===== src/rtl/pool_relu_wrapper_block.sv =====
// Four independent lanes of 2x2 stride-2 max pooling followed by ReLU on raster-order streams.
// Odd rows fill a per-lane line buffer; even rows pool against it and emit one result per column pair.
//
// phase   | meaning
// PH_ODD  | first row of a pair: store samples in the line buffer, no output
// PH_EVEN | second row: even column latches a partial max, odd column emits a result
module pool_relu_wrapper_block #(
  parameter int In_d_W = 32,
  parameter int W      = 26
) (
  input  logic                  clk,
  input  logic                  clr,
  input  logic [3:0]            in_valid,
  input  logic [4*In_d_W-1:0]   in_data,
  output logic [3:0]            out_valid,
  output logic [4*In_d_W-1:0]   out_data
);

  localparam int CW = (W > 2) ? $clog2(W) : 1;
  localparam logic [0:0]    PH_ODD   = 1'b0;
  localparam logic [0:0]    PH_EVEN  = 1'b1;
  localparam logic [CW-1:0] COL_LAST = CW'(W - 1);

  genvar k;
  for (k = 0; k < 4; k++) begin : g_lane
    logic [CW-1:0]             col;
    logic [0:0]                phase;
    logic signed [In_d_W-1:0]  partial;
    logic signed [In_d_W-1:0]  din;
    logic signed [In_d_W-1:0]  lb;
    logic signed [In_d_W-1:0]  m01;
    logic signed [In_d_W-1:0]  m;
    logic signed [In_d_W-1:0]  res;
    logic signed [In_d_W-1:0]  linebuf [W];
    logic                      vld;
    logic [In_d_W-1:0]         dout;

    assign din = in_data[k*In_d_W +: In_d_W];
    assign lb  = linebuf[col];

    always_comb begin
      m01 = (lb > din) ? lb : din;
      m   = (partial > m01) ? partial : m01;
      res = m[In_d_W-1] ? '0 : m;
    end

    // Buffer is never cleared: the next odd row rewrites every entry before it is read.
    always_ff @(posedge clk) begin
      if (in_valid[k] && phase == PH_ODD)
        linebuf[col] <= din;
    end

    always_ff @(posedge clk or posedge clr) begin
      if (clr) begin
        col     <= '0;
        phase   <= PH_ODD;
        partial <= '0;
        vld     <= 1'b0;
        dout    <= '0;
      end else begin
        vld <= 1'b0;
        if (in_valid[k]) begin
          col <= (col == COL_LAST) ? '0 : col + 1'b1;
          if (col == COL_LAST)
            phase <= ~phase;
          if (phase == PH_EVEN) begin
            if (!col[0]) begin
              partial <= m01;
            end else begin
              dout <= res;
              vld  <= 1'b1;
            end
          end
        end
      end
    end

    assign out_valid[k]                     = vld;
    assign out_data[k*In_d_W +: In_d_W]     = dout;
  end

endmodule


===== config.mk =====
export PLATFORM = sky130hd
export DESIGN_NAME = pool_relu_wrapper_block
export DESIGN_NICKNAME = d
export VERILOG_FILES = /design/src/rtl/pool_relu_wrapper_block.sv
export SDC_FILE = /design/constraint.sdc
export NUM_CORES = 2
export LEC_CHECK = 0
export BUFFER_PORTS_ARGS = -buffer_cell sky130_fd_sc_hd__buf_2
export CORE_ASPECT_RATIO = 0.75
export CORE_MARGIN = 1.5
export CORE_UTILIZATION = 26
export CTS_CLUSTER_SIZE = 10
export DETAILED_ROUTE_END_ITERATION = 8
export HOLD_SLACK_MARGIN = 0.02
export SLEW_MARGIN = 20
export SYNTH_ARGS = -nofsm -noshare
export SYNTH_HDL_FRONTEND = slang
export SYNTH_SLANG_ARGS = --single-unit

===== constraint.sdc =====
create_clock -name clk -period 25.3 [get_ports clk]
set_input_delay 5.06 -clock clk [delete_from_list [all_inputs] [get_ports clk]]
set_output_delay 5.06 -clock clk [all_outputs]
set_load 0.005 [all_outputs]

==> metrics.txt <==
run status=finished, final reports clean; clock power share=0.286; WHS Path Cells=2; total CTS buffers=slightly above 400; sequential share of power=0.394; Worst Tran Pin Value=1143 ps; Slew Limit Fails=0; Syn Inst Count=7976; YS warnings=0; worst vdd ir=0.00009042 V; Vias=78650; Sw Pwr=6.460 mW; die width=around 870 um; vias in the first global route=between 70000 and 80000; Initial Util=0.2609; RSZ-0062 raised after global routing=false; CTS hold repair buffers=0; Avg Inst Size Synth=18.32 um2; DRT Pass-1 Iters=5; Worst setup SP type=input pin; vias per cell=4.899; I/O pin cnt=266; Port Buffer Count=261; nets=around 8800; setup_tns=0 ps; post-synthesis async set-or-reset flop share=0.07761; GRT overflow=0; clock sinks=3608; Hold Path Class=flop to flop; final hold vios=0; Pleak=55.19 nW; register area share after synthesis=0.7317; EDFF count, synth=between 3000 and 4000; Final ANT Viol Nets=0; Top cell by count, worst path=a21oi_1; CP Depth=23; TritonCTS clock tree=built; post-route DRC violation count=0; Worst Skew=136.2 ps; Final min period=11630 ps; clk root buf=clkbuf_16; area of the multi-input gates=0.03727 mm2; Largest stage delay, worst path=690 ps; fin util=0.3016; R2R Setup Slk=14510 ps; WP data arrival=12470 ps; fin crit share=0.4599; delay-heaviest family, CP=simple AND/OR/NAND/NOR gates; RR Startpoint=g_lane[2].col[0]; critical path cell sequence=buf_2 -> inv_1 -> ha_1 -> a21oi_1 -> o21ai_0 -> a2111oi_0 -> o22a_1 -> o21a_2 -> buf_4 -> a21oi_1 -> ha_1 -> nand4_1 -> nor2_1 -> nand4_1 -> or4_1 -> or3b_2 -> a21oi_1 -> o211ai_1 -> and3_1 -> nor3_1 -> nand3_1 -> buf_4 -> o221ai_1; slowest CP cell=a2111oi_0; Die Ht=652.3 um; worst hold slack=483.8 ps; Final Setup Violations=0; Initial DRC Count=8917; flops & latches, synth=3608; gr usage total=0.1413; R2R cell count=28; core region area=about 0.56 mm2; FF+latch area=0.1070 mm2; Crit Path Category=input pin to flop; crit path capture type=flop; highest clock rate=85.95 MHz; Critical Path Fanout Max=44; area grow syn2layout=15.58%; Critical R2R Capture=g_lane[2].dout[12]; Worst-path clk slew=60 ps; share of cells above drive strength 1=0.2212; Int Pwr=12.04 mW; pwr/cell area=approximately 110 mW/mm2; sw frac=0.3493; Hold Startpoint=g_lane[2].partial[0]; setup bufs post-CTS=0; number of gates resized after CTS=0; Skew-Pair Late Insertion Delay=about 1000 ps; post-detail-place hpwl=246700 um; DR WL/cell=25.80 um; Total Wirelength=414200 um; first-pass GRT wire length=586900 um; initial antenna violation count=69; Die ar.=0.5667 mm2; CP required=between 20000 and 30000 ps; max_cap viols=0; Combinational Power Share=0.319; clock buffer depth=4; largest net degree at the start of global routing=113; worst path buffer plus inverter count=4; hold worst-path end=g_lane[2].partial[0]; FILL cells=54190; CTS H-tree lvls=5; Slew headroom=0.2363; predominant post-synthesis flop cell=edfxtp_1; Design Power=18.50 mW; post-synth cell types=around 80; RD Place Congestion=around 0.85; mapped cell area=roughly 0.15 mm2; row count=approximately 240
==> layout make-up <==
type                    count  area share
flip-flops and latches   3608      0.6334
multi-input cells        3674      0.2206
clock buffers             556     0.06372
well taps                7440     0.05511
repair buffers            462     0.01689
inverters                 267    0.005978
clock inverters            36    0.004067
diodes                     11   0.0001630
==> layout by cell type, fill, tap and decap left out, types with 11 or more instances in the layout <==
cell / n
and3_1: 18
o311ai_0: 33
edfxtp_1: 3328
nor2b_1: 23
ha_1: 264
nand2b_1: 13
nor2_1: 273
clkbuf_16: 407
clkbuf_1: 147
a31oi_1: 64
diode_2: 11
o221ai_2: 30
nand3_1: 40
nand2_1: 621
dfrtp_1: 260
dfrtp_4: 12
a22oi_1: 73
buf_2: 261
buf_4: 198
o211ai_1: 52
o22ai_1: 11
clkinv_16: 11
nand4_1: 54
mux2i_1: 223
mux2_2: 14
a21o_1: 70
o21ai_0: 203
nor2_4: 96
mux4_2: 778
a211oi_1: 11
or3_1: 15
o221ai_1: 134
nor3_1: 18
o2111ai_1: 13
inv_1: 262
a21oi_1: 356
==> worst max-delay path by stage <==
stage	from	to	slack, ps
after floorplan	clr	g_lane[0].col[0]	12520
after global routing	in_data[81]	g_lane[2].dout[14]	13240
after global placement	in_data[81]	g_lane[2].dout[17]	12970
after CTS	in_data[81]	g_lane[2].dout[5]	13980
final	in_data[81]	g_lane[2].dout[12]	13670
after detailed placement	in_data[81]	g_lane[2].dout[21]	12900
==> logic make-up (layout without fill, tap and decap cells) <==
kind of cell | after synthesis | count (layout) | share of synthesized area
other cells | 1 | 15 | 0.00002566
buf+inv | 697 | 1321 | 0.01944
compound gates | 1134 | 1134 | 0.05218
mux | 1025 | 1025 | 0.1379
flops | 3608 | 3608 | 0.7317
simple gates | 1240 | 1240 | 0.03567
xor+xnor | 5 | 5 | 0.0002996
fa+ha+maj | 266 | 266 | 0.02274
==> flip-flops by register name, indices dropped and copies added, names as in the netlist <==
signal and flops:
g_lane.dout 124, g_lane.phase 4, g_lane.vld 4, g_lane.partial 128
g_lane.linebuf 3328, g_lane.col 20
==> cell usage after synthesis, drive strengths merged (13+ instances only) <==
cell type / instances / area share
nor2b: 25 / 0.0011
nand4: 54 / 0.0023
a31oi: 66 / 0.0029
nand2b: 13 / 0.00056
mux4: 786 / 0.12
a22oi: 73 / 0.0037
nand3: 45 / 0.0015
inv: 265 / 0.0068
nand2: 625 / 0.016
or3: 15 / 0.00064
o211ai: 52 / 0.0027
mux2i: 223 / 0.015
o2111ai: 13 / 0.00078
nor3: 29 / 0.0011
buf: 167 / 0.0058
a211oi: 13 / 0.00074
and3: 18 / 0.00077
mux2: 16 / 0.0013
o311ai: 35 / 0.0022
a21o: 70 / 0.0036
a21oi: 356 / 0.012
o221ai: 164 / 0.011
clkbuf: 263 / 0.0068
nor2: 374 / 0.0096
dfrtp: 280 / 0.048
o21ai: 208 / 0.0071
ha: 264 / 0.023
edfxtp: 3328 / 0.68
==> power by group through the flow <==
stage                     sequential (mW)  clock, mW  combinational, mW
after CTS                            7.30       5.41               5.91
after global routing                 7.33       5.62               6.41
after global placement               7.41          0               5.86
after detailed placement             7.42          0               5.88
final                                7.29       5.30               5.90
after floorplan                      7.14          0               3.99
==> metal layers <==
metal | wire length (um) | vias up | global-route usage | share of wire
li1 | - | 32940 | - | -
met5 | 171 | - | 0 | 0.00041
met2 | 185800 | 3497 | 0.2153 | 0.45
met1 | 182100 | 41560 | 0.2067 | 0.44
met4 | 10770 | 26 | 0.03525 | 0.026
met3 | 35330 | 635 | 0.02821 | 0.085
==> worst min-delay path, stage by stage (launching register included) <==
cell and delay, ps:
dfrtp_1 340, nand2_1 40, o21ai_0 60
==> metrics by stage <==
stage	worst slack, ps	cell area, um2	instances
2_1_floorplan	12520	146200	7979
3_3_place_gp	12970	157400	15450
3_5_place_dp	12900	157400	15450
4_1_cts	13980	168900	16040
5_1_grt	13240	168900	16050
6_report	13670	168900	16050
No activity file was read; power rests on OpenSTA's default activity.
